`src/rtl/v_write_back_arb.sv`:
```
// Registered vector write-back stage: round-robin ALU/MEM arbitration driving one VRF write port,
// with split (2*VLEN) results written as two consecutive beats to vd and vd+1.
module v_write_back_arb #(
   parameter int unsigned VLEN     = 256,
   parameter int unsigned VREG_AW  = 5,
   parameter int unsigned SPLIT_EN = 1
) (
   input  logic                 clk,
   input  logic                 rst_n,
   input  logic                 alu_valid_i,
   output logic                 alu_ready_o,
   input  logic                 alu_split_i,
   input  logic [VREG_AW-1:0]   alu_addr_i,
   input  logic [2*VLEN-1:0]    alu_data_i,
   input  logic                 mem_valid_i,
   output logic                 mem_ready_o,
   input  logic                 mem_split_i,
   input  logic [VREG_AW-1:0]   mem_addr_i,
   input  logic [2*VLEN-1:0]    mem_data_i,
   output logic                 vwb_en_o,
   output logic [VREG_AW-1:0]   vwb_addr_o,
   output logic [VLEN-1:0]      vwb_data_o
);

   typedef enum logic {IDLE, BEAT1} state_t;
   typedef enum logic {SRC_ALU, SRC_MEM} src_t;

   state_t               state, next_state;
   src_t                 last_gnt;
   logic                 take_alu, take_mem, accept, split_sel;
   logic [VREG_AW-1:0]   sel_addr;
   logic [2*VLEN-1:0]    sel_data;
   logic [VREG_AW-1:0]   hi_addr;
   logic [VLEN-1:0]      hi_data;

   // Grants are only issued in IDLE and never while reset is asserted.
   always_comb begin
      take_alu   = 1'b0;
      take_mem   = 1'b0;
      next_state = state;
      if (rst_n && state == IDLE) begin
         if (alu_valid_i && mem_valid_i) begin
            if (last_gnt == SRC_ALU) take_mem = 1'b1;
            else                     take_alu = 1'b1;
         end else begin
            take_alu = alu_valid_i;
            take_mem = mem_valid_i;
         end
      end
      accept    = take_alu | take_mem;
      sel_addr  = take_mem ? mem_addr_i : alu_addr_i;
      sel_data  = take_mem ? mem_data_i : alu_data_i;
      split_sel = (take_mem ? mem_split_i : alu_split_i) && (SPLIT_EN != 0);
      case (state)
         IDLE:    if (accept && split_sel) next_state = BEAT1;
         BEAT1:   next_state = IDLE;
         default: next_state = IDLE;
      endcase
   end

   assign alu_ready_o = take_alu;
   assign mem_ready_o = take_mem;

   always_ff @(posedge clk) begin
      if (!rst_n) state <= IDLE;
      else        state <= next_state;
   end

   always_ff @(posedge clk) begin
      if (!rst_n) begin
         last_gnt   <= SRC_ALU;
         vwb_en_o   <= 1'b0;
         vwb_addr_o <= '0;
         vwb_data_o <= '0;
         hi_addr    <= '0;
         hi_data    <= '0;
      end else if (accept) begin
         last_gnt   <= take_mem ? SRC_MEM : SRC_ALU;
         vwb_en_o   <= 1'b1;
         vwb_addr_o <= sel_addr;
         vwb_data_o <= sel_data[VLEN-1:0];
         if (split_sel) begin
            hi_addr <= sel_addr + VREG_AW'(1);
            hi_data <= sel_data[2*VLEN-1:VLEN];
         end
      end else if (state == BEAT1) begin
         vwb_en_o   <= 1'b1;
         vwb_addr_o <= hi_addr;
         vwb_data_o <= hi_data;
      end else begin
         vwb_en_o   <= 1'b0;
      end
   end

endmodule

```
`config.mk`:
```
export PLATFORM = sky130hd
export DESIGN_NAME = v_write_back_arb
export DESIGN_NICKNAME = d
export VERILOG_FILES = /design/src/rtl/v_write_back_arb.sv
export SDC_FILE = /design/constraint.sdc
export NUM_CORES = 1
export LEC_CHECK = 0
export BUFFER_PORTS_ARGS = -buffer_cell sky130_fd_sc_hd__buf_4
export CAP_MARGIN = 20
export CORE_AREA = 4 4 512 514
export CTS_BUF_LIST = sky130_fd_sc_hd__clkbuf_4
export DETAILED_ROUTE_END_ITERATION = 7
export DIE_AREA = 0 0 516 518
export PLACE_DENSITY = 0.33
export SLEW_MARGIN = 20
export SYNTH_ARGS = -nofsm -noshare
export SYNTH_HDL_FRONTEND = slang
export SYNTH_SLANG_ARGS = --single-unit
```
`constraint.sdc`:
```
create_clock -name clk -period 1.8 [get_ports clk]
set_clock_uncertainty 0.05 [all_clocks]
set_input_delay 0.54 -clock clk [delete_from_list [all_inputs] [get_ports clk]]
set_output_delay 0.54 -clock clk [all_outputs]
set_load 0.005 [all_outputs]
```
==> results.toml, run 1 <==
[status]
status = "stopped before the end"
lastStage = "4_1_cts"
first-error = "[ERROR RSZ-0060] Max buffer count reached."

[placed_design]
dpl.hpwl_um = 185000
globalplace.congestion = 0.872
numPortBuffers = 1303

[clock_tree]
post_cts_buffers = 33
cts-root-buf = "clkbuf_4"
h-tree-depth = 4
numCtsBuffers = 183
post_cts_resized = 647
clock_path_buffers = 3
cts_hold_buffers = 1646
cts_num_sinks = 525

[yosys]
syn_nets = 4316
synthesis.area_mm2 = 0.0273
syn_inst = 3276
synth.distinct_cells = 35
yosys_warnings = 0
yosysSeqAreaShare_pct = 38.5
ys_seq_elements = 525
avgSynthCellArea_um2 = 8.33

[floorplan]
start_util_pct = 10.6
rows = 186
dieHeight_um = 518
chipWidth_um = 516
ios = 1304
-- Yosys cell counts (all sizes together) --
library cell,instances,area [um^2]
a21bo,1,16.3
dfxtp,525,10500
nor2b,261,1630
and2b,1,7.51
clkbuf,169,634
nand2b,1,6.26
mux2i,5,62.6
and3b,1,8.76
nor2,6,37.5
nand2,1037,3890
o2111ai,1,8.76
inv,3,11.3
mux2,1,15.0
o21ai,5,25.0
a311oi,517,5840
xor2,2,17.5
buf,202,1170
nand4,3,18.8
xnor2,5,43.8
nor4,1,6.26
a21oi,261,1310
nand3,4,20.0
a21boi,2,18.8
a211oi,261,1960
a2111o,1,11.3
-- per-stage QoR --
step                      worst slack [ns]  instances  hold WS, ns  area, um^2
after global placement              -0.592       7843        0.407       42800
after floorplan                    -0.0289       3276        0.386       27400
after detailed placement            -0.597       7843        0.416       42800
-- logic make-up after synthesis --
logic type,after synthesis,synth area share (%)
AND/OR/NAND/NOR,1315,20.6
AO/OA/AOI/OAI,1049,33.7
flip-flops,525,38.5
buffers and inverters,374,6.66
XOR/XNOR,7,0.225
multiplexers,6,0.284
==> run 2, diff against run 1 <==
- CORE_AREA: 4 4 512 514 -> 4 4 506 508
- CTS_BUF_LIST: sky130_fd_sc_hd__clkbuf_4 -> not set
- DIE_AREA: 0 0 516 518 -> 0 0 510 512
- PLACE_DENSITY: 0.33 -> not set
- PLACE_DENSITY_LB_ADDON: not set -> 0.15
- clock period: 1.8 -> 2.3 ns (I/O delays scaled with it)
==> results.toml, run 2 <==
[status]
status = "finished with violations"
violations = "negative setup slack"

[layout]
syn_to_final_growth_pct = 68.0
reg_top3 = "hi_data (256), vwb_data_o (256)"
mostFrequentLayoutCells = "buf_4 (1477), nand2_1 (1035), dfxtp_1 (523), a311oi_1 (306)"
final_common_cell = "buf_4"
drive_gt1_share_pct = 41.7
design_area_mm2 = 0.0458
fin_cells = 8007
finalNetCount = 5612

[power_and_ir_drop]
power_density_mw_per_mm2 = 692
p_int_w = 0.0217
swShare_pct = 31.5
p_switching_w = 0.00999
power_w = 0.0317
power_frac_clock_pct = 43.2
power.leakage_nw = 18.2
pwr-share-seq_pct = 32.8
pwr-share-comb_pct = 24.0
vdd_ir_drop_max_uv = 455

[yosys]
yosysSeqAreaShare_pct = 38.5
syn_inst = 3276
synth_most_common_cell = "nand2_1"
synthesis.area_mm2 = 0.0273
avgSynthCellArea_um2 = 8.33
synth.distinct_cells = 35
syn_nets = 4316
async_flop_share_pct = 0
synth_area_leaders = "dfxtp_1 (39%), nand2_1 (14%), a311oi_2 (12%), a311oi_1 (9.9%), a211oi_1 (7.2%)"
ys_seq_elements = 525
yosys_warnings = 0
yosysTopAreaCellShare_pct = 38.5
netlist.top_cell.by_area = "dfxtp_1"
ys.flop_type = "dfxtp_1"
synth_commonest_cells = "nand2_1 (1036), dfxtp_1 (525), a311oi_1 (307)"
synth_edf_count = 0

[sta]
setup_viol = 2
fmax_mhz = 406
holdWs_ns = 0.208
period_minus_slack_ns = 2.46
slew_headroom_pct = 38.5
slew_violations = 0
setup_slack_ns = -0.163
finalHoldViolCount = 0
rsz0062_at_grt = "true"
timing.final.crit_share_pct = 107
tightest_slew_ns = 0.923

[floorplan]
ios = 1304
chipWidth_um = 510
core_area_mm2 = 0.251
rows = 184
die_area_mm2 = 0.261
start_util_pct = 10.9
dieHeight_um = 512

[route]
route.detailed.drc = 0
vias = 31500
drt_first_pass_iters = 5
drt_iter0_drc = 1995
totalWireLength_um = 217000
via_per_inst = 3.93
wl_per_cell_um = 27.2
antenna_left = 0

[global_routing]
grt_pass1_vias = 32800
grt_pass1_wl_um = 291000
use_met2_pct = 25.3
use_met3_pct = 5.93
busiest_layer = "met2"
overflow = 0
grt_max_degree = 127
antenna_found_initial = 76
grt_use_total_pct = 15.9
met1_usage_pct = 20.0

[critical_path]
critPathMaxFanout = 2
crit_path_start = "state"
path_class = "reg2out"
start_kind = "flop"
rr_startpoint = "state"
endpoint_kind = "primary output"
crit_required_ns = 1.56
cp.arrival_ns = 1.72

[clock_tree]
clock_latency_ns = 0.70
clock_path_buffers = 3
numCtsBuffers = 82
clk_pin_slew_ns = 0.06
h-tree-depth = 3
cts_num_sinks = 525
cts_tree = "built"
cts-root-buf = "clkbuf_16"

[placed_design]
post-place-ws_ns = -0.516
dpl.hpwl_um = 177000
globalplace.congestion = 0.843
numPortBuffers = 1303
post_dp_cell_area_mm2 = 0.0428
dp_cells = 7830

[hold_path]
worstHoldStart = "mem_data_i[511]"
hp-class = "in2reg"

[job]
maxCapViolCount = 0
[run 2: cell counts after synthesis]
Identical to the previous run, type by type.
[run 2: area by class of cell]
cell class | instances | area (um^2)
Fill cell | 28400 | 205000
Multi-Input combinational cell | 2377 | 15000
Timing Repair Buffer | 1583 | 13200
Sequential cell | 525 | 10500
Tap cell | 3348 | 4190
Clock buffer | 119 | 2350
Clock inverter | 28 | 493
Antenna cell | 24 | 60.1
Inverter | 3 | 35.0
[run 2: path summary, 6_finish.rpt]
kind / to / slack, ns / depth (start not counted)
min: hi_data[255] / 0.21 / 3
max: alu_ready_o / -0.16 / 5
min reg2reg: hi_addr[2] / 0.44 / 2
max reg2reg: vwb_data_o[86] / 0.12 / 9
[run 2: through the flow]
step / utilization (%) / setup TNS (ns)
after global placement: 17.1 / -47.44
final: 18.2 / -0.302
after CTS: 18.2 / -0.597
after global routing: 18.2 / -0.552
after detailed placement: 17.1 / -53.92
after floorplan: - / 0
[run 2: kinds of logic after synthesis]
logic type | share of synthesized area, %
flops | 38.5
compound gates | 33.7
mux | 0.284
buf+inv | 6.66
xor+xnor | 0.225
simple gates | 20.6
[run 2: critical path, stage by stage, from the launching register on]
cell and delay [ns]:
dfxtp_4 0.35, and2b_2 0.22, buf_6 0.10, nand2_4 0.04
a21oi_4 0.20, buf_6 0.13
[run 2: layer usage]
metal,vias to the layer above,part of all wire [%]
met4,46,2.3
met2,1155,45
met5,-,0.13
li1,14600,-
met1,15400,43
met3,217,9.2
[run 2: repair_timing]
action	in CTS	in global routing
hold buffers	0	0
resized for setup	11	3
buffers inserted	7	0
pin swaps	2	0
setup endpoints to repair	2	6
[run 2: power by group through the flow]
stage / combinational [W] / sequential, W / clock, W
2_1_floorplan: 0.00323 / 0.0104 / 0
3_3_place_gp: 0.00774 / 0.0106 / 0
3_5_place_dp: 0.00772 / 0.0106 / 0
4_1_cts: 0.00777 / 0.0104 / 0.0143
5_1_grt: 0.00828 / 0.0105 / 0.0146
6_report: 0.00761 / 0.0104 / 0.0137
Note: power is estimated with default switching activity, not from simulation.
